$ cat config.mk
export PLATFORM = sky130hd
export DESIGN_NAME = poly_add_sub_ctrl_flat
export DESIGN_NICKNAME = d
export VERILOG_FILES = /design/src/rtl/poly_arith_pkg.sv /design/src/rtl/poly_add_sub_ctrl_if.sv /design/src/rtl/mod_uni_add_sub.sv /design/src/rtl/poly_add_sub_ctrl.sv /design/src/flat_wrapper.sv
export SDC_FILE = /design/constraint.sdc
export NUM_CORES = 1
export LEC_CHECK = 0
export ABC_AREA = 1
export CORE_ASPECT_RATIO = 1.25
export CORE_UTILIZATION = 30
export DETAILED_ROUTE_END_ITERATION = 8
export DONT_BUFFER_PORTS = 1
export MAX_ROUTING_LAYER = met4
export SYNTH_ARGS = -nofsm -noshare
export SYNTH_HDL_FRONTEND = slang
export SYNTH_SLANG_ARGS = --single-unit
$ cat constraint.sdc
create_clock -name clk -period 2.5 [get_ports clk]
set_input_delay 0.25 -clock clk [delete_from_list [all_inputs] [get_ports clk]]
set_output_delay 0.25 -clock clk [all_outputs]
set_load 0.05 [all_outputs]
$ cat src/rtl/poly_arith_pkg.sv
// Shared definitions for the polynomial-arithmetic blocks (ML-KEM, Q = 3329).
//   COEF_W      : coefficient width in bits
//   coeff_t     : one coefficient, canonical range [0, Q-1]
//   Q           : ML-KEM modulus
//   N_COEFFS    : coefficients per polynomial
//   pas_state_t : sequencer states of poly_add_sub_ctrl
package poly_arith_pkg;

  localparam int COEF_W   = 12;
  localparam int Q        = 3329;
  localparam int N_COEFFS = 256;

  typedef logic [COEF_W-1:0] coeff_t;

  typedef enum logic [1:0] {
    IDLE  = 2'd0,
    RUN   = 2'd1,
    DRAIN = 2'd2,
    DONE  = 2'd3
  } pas_state_t;

endpackage

$ cat src/rtl/poly_add_sub_ctrl_if.sv
// Command and coefficient-memory bus of poly_add_sub_ctrl.
//   start_i, is_sub_i          : command from the poly-arith decoder
//   busy_o, done_o             : status back to the decoder
//   rd_en_o, rd_addr_o         : shared read port of source memories A and B
//   rd_a_data_i, rd_b_data_i   : read data, one cycle after rd_en_o
//   wr_en_o, wr_addr_o, wr_data_o : destination memory write port
// Modport master is the sequencer, slave is its environment.
interface poly_add_sub_ctrl_if #(
  parameter int N_COEFFS = poly_arith_pkg::N_COEFFS
);
  import poly_arith_pkg::*;

  localparam int ADDR_W = $clog2(N_COEFFS);

  logic              start_i;
  logic              is_sub_i;
  logic              busy_o;
  logic              done_o;
  logic              rd_en_o;
  logic [ADDR_W-1:0] rd_addr_o;
  coeff_t            rd_a_data_i;
  coeff_t            rd_b_data_i;
  logic              wr_en_o;
  logic [ADDR_W-1:0] wr_addr_o;
  coeff_t            wr_data_o;

  modport master (
    input  start_i, is_sub_i, rd_a_data_i, rd_b_data_i,
    output busy_o, done_o, rd_en_o, rd_addr_o, wr_en_o, wr_addr_o, wr_data_o
  );

  modport slave (
    output start_i, is_sub_i, rd_a_data_i, rd_b_data_i,
    input  busy_o, done_o, rd_en_o, rd_addr_o, wr_en_o, wr_addr_o, wr_data_o
  );

endinterface

$ cat src/rtl/mod_uni_add_sub.sv
// Combinational modular adder/subtractor.
//   a_i, b_i : operands in [0, Q-1]
//   sub_i    : 0 -> (a + b) mod Q, 1 -> (a - b) mod Q
//   res_o    : result in [0, Q-1]
module mod_uni_add_sub #(
  parameter int COEF_W = poly_arith_pkg::COEF_W,
  parameter int Q      = poly_arith_pkg::Q
) (
  input  logic [COEF_W-1:0] a_i,
  input  logic [COEF_W-1:0] b_i,
  input  logic              sub_i,
  output logic [COEF_W-1:0] res_o
);

  localparam int RAW_W = COEF_W + 2;
  localparam logic signed [RAW_W-1:0] Q_S = RAW_W'(Q);

  // A single conditional correction suffices: the raw value lies in (-Q, 2Q).
  function automatic logic [COEF_W-1:0] mod_reduce(input logic signed [RAW_W-1:0] x);
    logic signed [RAW_W-1:0] y;
    if (x[RAW_W-1]) begin
      y = x + Q_S;
    end else if (x >= Q_S) begin
      y = x - Q_S;
    end else begin
      y = x;
    end
    return y[COEF_W-1:0];
  endfunction

  logic signed [RAW_W-1:0] a_s;
  logic signed [RAW_W-1:0] b_s;
  logic signed [RAW_W-1:0] raw;

  assign a_s   = $signed({2'b00, a_i});
  assign b_s   = $signed({2'b00, b_i});
  assign raw   = sub_i ? (a_s - b_s) : (a_s + b_s);
  assign res_o = mod_reduce(raw);

endmodule

$ cat src/rtl/poly_add_sub_ctrl.sv
// Sequencer for coefficient-wise polynomial add/sub mod Q.
// Streams N_COEFFS coefficient pairs from source memories A and B through
// mod_uni_add_sub and writes each result to the destination memory.
//   clk   : system clock
//   rst_n : asynchronous active-low reset
//   bus   : command/status and memory ports (poly_add_sub_ctrl_if.master)
// Read issued in cycle k is written back in cycle k+2.
module poly_add_sub_ctrl #(
  parameter int N_COEFFS = poly_arith_pkg::N_COEFFS
) (
  input  logic                 clk,
  input  logic                 rst_n,
  poly_add_sub_ctrl_if.master  bus
);
  import poly_arith_pkg::*;

  localparam int ADDR_W = $clog2(N_COEFFS);
  localparam logic [ADDR_W-1:0] LAST_ADDR = ADDR_W'(N_COEFFS - 1);

  pas_state_t        state_q;
  logic              op_sub_q;
  logic              drain_q;
  logic              busy_q;
  logic              done_q;
  logic              rd_en_q;
  logic [ADDR_W-1:0] rd_cnt_q;

  logic              rd_vld_p1;
  logic [ADDR_W-1:0] rd_addr_p1;
  coeff_t            res_p1;

  logic              wr_en_p2;
  logic [ADDR_W-1:0] wr_addr_p2;
  coeff_t            wr_data_p2;

  // Control FSM; the read counter is the read address itself.
  always_ff @(posedge clk or negedge rst_n) begin
    if (!rst_n) begin
      state_q  <= IDLE;
      op_sub_q <= 1'b0;
      drain_q  <= 1'b0;
      busy_q   <= 1'b0;
      done_q   <= 1'b0;
      rd_en_q  <= 1'b0;
      rd_cnt_q <= '0;
    end else begin
      done_q <= 1'b0;
      case (state_q)
        IDLE: begin
          if (bus.start_i) begin
            state_q  <= RUN;
            op_sub_q <= bus.is_sub_i;
            rd_cnt_q <= '0;
            rd_en_q  <= 1'b1;
            busy_q   <= 1'b1;
          end
        end
        RUN: begin
          if (rd_cnt_q == LAST_ADDR) begin
            state_q <= DRAIN;
            rd_en_q <= 1'b0;
            drain_q <= 1'b0;
          end else begin
            rd_cnt_q <= rd_cnt_q + 1'b1;
          end
        end
        DRAIN: begin
          // Two cycles cover the two-stage read-to-write pipeline.
          if (drain_q) begin
            state_q <= DONE;
            busy_q  <= 1'b0;
            done_q  <= 1'b1;
          end else begin
            drain_q <= 1'b1;
          end
        end
        DONE: begin
          state_q <= IDLE;
        end
        default: begin
          state_q <= IDLE;
        end
      endcase
    end
  end

  // Stage 1: read outstanding, memory data arrives this cycle
  always_ff @(posedge clk or negedge rst_n) begin
    if (!rst_n) begin
      rd_vld_p1 <= 1'b0;
    end else begin
      rd_vld_p1 <= rd_en_q;
    end
  end

  always_ff @(posedge clk) begin
    rd_addr_p1 <= rd_cnt_q;
  end

  mod_uni_add_sub #(
    .COEF_W (COEF_W),
    .Q      (Q)
  ) u_mod_uni_add_sub (
    .a_i   (bus.rd_a_data_i),
    .b_i   (bus.rd_b_data_i),
    .sub_i (op_sub_q),
    .res_o (res_p1)
  );

  // Stage 2: registered write port (cleared on reset because it is a block output)
  always_ff @(posedge clk or negedge rst_n) begin
    if (!rst_n) begin
      wr_en_p2   <= 1'b0;
      wr_addr_p2 <= '0;
      wr_data_p2 <= '0;
    end else begin
      wr_en_p2   <= rd_vld_p1;
      wr_addr_p2 <= rd_addr_p1;
      wr_data_p2 <= res_p1;
    end
  end

  assign bus.busy_o    = busy_q;
  assign bus.done_o    = done_q;
  assign bus.rd_en_o   = rd_en_q;
  assign bus.rd_addr_o = rd_cnt_q;
  assign bus.wr_en_o   = wr_en_p2;
  assign bus.wr_addr_o = wr_addr_p2;
  assign bus.wr_data_o = wr_data_p2;

endmodule

$ cat src/flat_wrapper.sv
// flat-port wrapper written by rule: the top's interface ports become plain ports
module poly_add_sub_ctrl_flat import poly_arith_pkg::*;
#(
  parameter int N_COEFFS = poly_arith_pkg::N_COEFFS
)
  (clk, rst_n, bus_start_i, bus_is_sub_i, bus_rd_a_data_i, bus_rd_b_data_i, bus_busy_o, bus_done_o, bus_rd_en_o, bus_rd_addr_o, bus_wr_en_o, bus_wr_addr_o, bus_wr_data_o);
  poly_add_sub_ctrl_if #(.N_COEFFS(N_COEFFS)) bus_i ();
  input  logic clk;
  input  logic rst_n;
  input wire logic [$bits(bus_i.start_i)-1:0] bus_start_i;
  input wire logic [$bits(bus_i.is_sub_i)-1:0] bus_is_sub_i;
  input wire logic [$bits(bus_i.rd_a_data_i)-1:0] bus_rd_a_data_i;
  input wire logic [$bits(bus_i.rd_b_data_i)-1:0] bus_rd_b_data_i;
  output wire logic [$bits(bus_i.busy_o)-1:0] bus_busy_o;
  output wire logic [$bits(bus_i.done_o)-1:0] bus_done_o;
  output wire logic [$bits(bus_i.rd_en_o)-1:0] bus_rd_en_o;
  output wire logic [$bits(bus_i.rd_addr_o)-1:0] bus_rd_addr_o;
  output wire logic [$bits(bus_i.wr_en_o)-1:0] bus_wr_en_o;
  output wire logic [$bits(bus_i.wr_addr_o)-1:0] bus_wr_addr_o;
  output wire logic [$bits(bus_i.wr_data_o)-1:0] bus_wr_data_o;
  assign bus_i.start_i = bus_start_i;
  assign bus_i.is_sub_i = bus_is_sub_i;
  assign bus_i.rd_a_data_i = bus_rd_a_data_i;
  assign bus_i.rd_b_data_i = bus_rd_b_data_i;
  assign bus_busy_o = bus_i.busy_o;
  assign bus_done_o = bus_i.done_o;
  assign bus_rd_en_o = bus_i.rd_en_o;
  assign bus_rd_addr_o = bus_i.rd_addr_o;
  assign bus_wr_en_o = bus_i.wr_en_o;
  assign bus_wr_addr_o = bus_i.wr_addr_o;
  assign bus_wr_data_o = bus_i.wr_data_o;
  poly_add_sub_ctrl #(.N_COEFFS(N_COEFFS)) u_core (.clk(clk), .rst_n(rst_n), .bus(bus_i));
endmodule
==> results.yml <==
logic_synthesis:
  ys_warn_count: 0
  seq_area_frac_synth: 0.317
  synth_area_leaders: "dfrtp_1 27%, nand2_1 16%, ha_1 12%"
  ys_ff_latch: 45
  post-synth-top-count-cell: "nand2_1"
  synth_top_area_cell: "dfrtp_1"
  ys_types: 38
  syn_nets: 537
  synth_area_mm2: 0.00342
  synth_ff_type: "dfrtp_1"
  postSynthAreaPerCell_um2: 7.22
  netlist_top_cells_count: "142 x nand2_1, 74 x inv_1, 42 x nand3_1"
  synth_cells: 474
  synth_top_area_frac: 0.270
  synthArstFlopShare: 0.822
  synth_edf_count: 0
route:
  vias: 2922
  wl_per_cell_um: 11.4
  finalWirelength_mm: 7.25
  viasPerCell: 4.58
  drt_first_pass_iters: 4
  drtAntennaViolNets: 0
  drtIter0Drc: 148
  remaining_drc_errors: 0
die:
  die_area_mm2: 0.0118
  die_w_um: 97.6
  io_pins: 60
  rows: 43
  initial_core_util: 0.309
  die_h_um: 121
  core-area_mm2: 0.0111
global_route:
  track_usage: 0.134
  grt_pass1_vias: 2959
  grt_pass1_wl_mm: 12.8
  grt_remaining_overflow: 0
  antenna_found_initial: 0
  grt_max_degree: 38
sta:
  rsz0062_at_grt: "false"
  fmax_mhz: 440
  slew_headroom: 0.670
  worstMarginPinSlew_ns: 0.495
  drv_slew: 0
  setup_violations: 0
  finClkSkew_ns: 0.00327
  hold_violations: 0
  setup_ws_ns: 0.229
  fin_crit_sh: 0.908
  period_minus_slack_ns: 2.27
critical_path:
  path_class: "in2reg"
  worstSetupStartpointType: "primary input"
  cp_slowest_cell: "fa_1"
  critical_path.most_common_cell: "nand2_1"
  cpPeakStageDelay_ns: 0.38
  worstPathArrival_ns: 2.49
  cp.required_ns: 2.72
  cp_max_fo: 5
  path_cells: "inv_1 > ha_1 > fa_1 > nand3b_1 > nand2_2 > nand2_1 > nand2_4 > xor2_4 > buf_4 > nor3_2 > nand2_1 > o21ai_1 > nand2_1 > nor2_1 > nor2_1 > nand3_1 > nand2_1 > nand2_1"
  worst_setup_path_end_kind: "flop"
  critPathTopFamily: "simple AND/OR/NAND/NOR gates"
  crit_buf_inv: 2
cells_and_area:
  fillerInstances: 1169
  fin_area_mm2: 0.00396
  drive_gt1_frac: 0.135
  syn_to_final_growth_pct: 15.6
  final_nets: 565
  antenna_cells: 0
cts:
  cts_made_buffers: 5
  clkLatencyLatePin_ns: 0.28
  root_buffer: "clkbuf_16"
  cts_sinks: 45
  clkTransAtPathRegs_ns: 0.06
  h-tree-depth: 2
  cts_tree: "built"
  cts_buffer_depth: 2
pwr:
  power_leakage_nw: 2.14
  power.density_mw_per_mm2: 1110
  peakVddDrop_uv: 360
place:
  dp_slack_ns: -0.110
  gp_congestion: 0.871
  placed_area_mm2: 0.00376
  io_buffers: 0
  dp.final_hpwl_mm: 6.08
run:
  drv_cap: 0
run_status:
  status: "completed"
min_path:
  hold_class: "in2reg"
## power by group
group          total, mW  leakage, nW  switching [mW]  internal [mW]
Combinational       2.04         1.53            1.29          0.748
Sequential          1.70        0.532           0.715          0.987
Clock              0.663       0.0799           0.241          0.422
Total               4.41         2.14            2.25           2.16
## kinds of logic (layout without fill, tap and decap cells)
family                     count (synthesis)  in the layout  share of synthesized area
adders and majority gates                 35             35                      0.132
buffers and inverters                     83            112                     0.0943
AOI/OAI and AO/OA                         45             45                     0.0789
DFF                                       45             45                      0.317
and+or+nand+nor                          250            250                      0.331
xor gates and xnor gates                  16             16                     0.0464
## layout by cell type, fill, tap and decap left out, types with 3 or more instances in the layout
cell type  instances
a21oi_1           17
buf_4             24
clkbuf_16          5
dfrtp_1           37
dfxtp_1            8
ha_1              32
inv_1             74
inv_2              3
nand2_1          140
nand2_2            9
nand2_4            4
nand3_1           42
nand3_2            5
nand4_1            4
nor2_1            28
nor3_1             6
nor3_2             3
o21ai_0           15
or2_2              3
xnor2_1            3
xor2_1            12
## final timing paths
check / from / endpoint / slack [ns] / depth (start not counted)
max: bus_rd_a_data_i[0] / u_core.bus.wr_data_o[11] / 0.23 / 18
min: bus_is_sub_i / u_core.op_sub_q / 0.09 / 2
max reg2reg: u_core.op_sub_q / u_core.bus.wr_data_o[11] / 0.30 / 15
min reg2reg: u_core.rd_addr_p1[3] / u_core.bus.wr_addr_o[3] / 0.33 / 0
max in group asynchronous: rst_n / u_core.bus.wr_addr_o[0] / 1.88 / 2
min in group asynchronous: rst_n / u_core.bus.wr_data_o[3] / 0.42 / 2
## metal layers
metal / global-route usage / share of wire
met3: 0.0225 / 0.046
met1: 0.146 / 0.42
met4: 0.0478 / 0.023
met2: 0.246 / 0.51
met5: - / 0
## what timing repair did
| item | 4_1_cts | 5_1_grt |
|---|---|---|
| gates resized for setup | 0 | 4 |
| buffers inserted | 0 | 0 |
| hold endpoints to repair | 37 | 0 |
| hold buffers | 2 | 0 |
| endpoints found under the setup margin | 0 | 8 |
## registers in the layout, summed over array words and instances, names as in the netlist
signal and count:
u_core.op_sub_q 1, u_core.bus.rd_addr_o 8, u_core.bus.done_o 1, u_core.bus.wr_data_o 12, u_core.bus.busy_o 1, u_core.rd_addr_p1 8
u_core.state_q 2, u_core.rd_vld_p1 1, u_core.bus.wr_addr_o 8, u_core.bus.wr_en_o 1, u_core.bus.rd_en_o 1, u_core.drain_q 1
## cell type report
cell class | count | area, um^2 | share of cell area
multi-input combinational | 346 | 2030 | 0.512
clock buffer | 7 | 153 | 0.0385
timing repair buffer | 27 | 230 | 0.0581
clock inverter | 1 | 5.00 | 0.00126
inverter | 77 | 289 | 0.0730
tap | 135 | 169 | 0.0427
sequential | 45 | 1090 | 0.274
## worst register-to-register path, cell delays in order (launching register included)
cell and delay, ns:
dfrtp_1 0.40, inv_1 0.24, nand2_1 0.11, nand3_1 0.10, nand2_2 0.06, inv_1 0.12
nand3_1 0.13, nor3_2 0.24, nand2_1 0.13, o21ai_1 0.18, nand2_1 0.11, nor2_1 0.10
nor2_1 0.06, nand3_1 0.07, nand2_1 0.05, nand2_1 0.06
## stage by stage
| stage | hold WS [ns] | utilization | power [mW] | std cells | setup TNS (ns) |
|---|---|---|---|---|---|
| final | 0.0933 | 0.357 | 4.41 | 638 | 0 |
| after global routing | 0.0891 | 0.357 | 4.80 | 638 | 0 |
| after CTS | 0.0870 | 0.356 | 4.45 | 638 | 0 |
| after detailed placement | -0.0449 | 0.339 | 3.76 | 628 | -0.892 |
| after global placement | -0.0449 | 0.339 | 3.71 | 628 | -0.772 |
| after floorplan | -0.0456 | - | 3.20 | 474 | 0 |
Power figures use the tool's default switching activity.
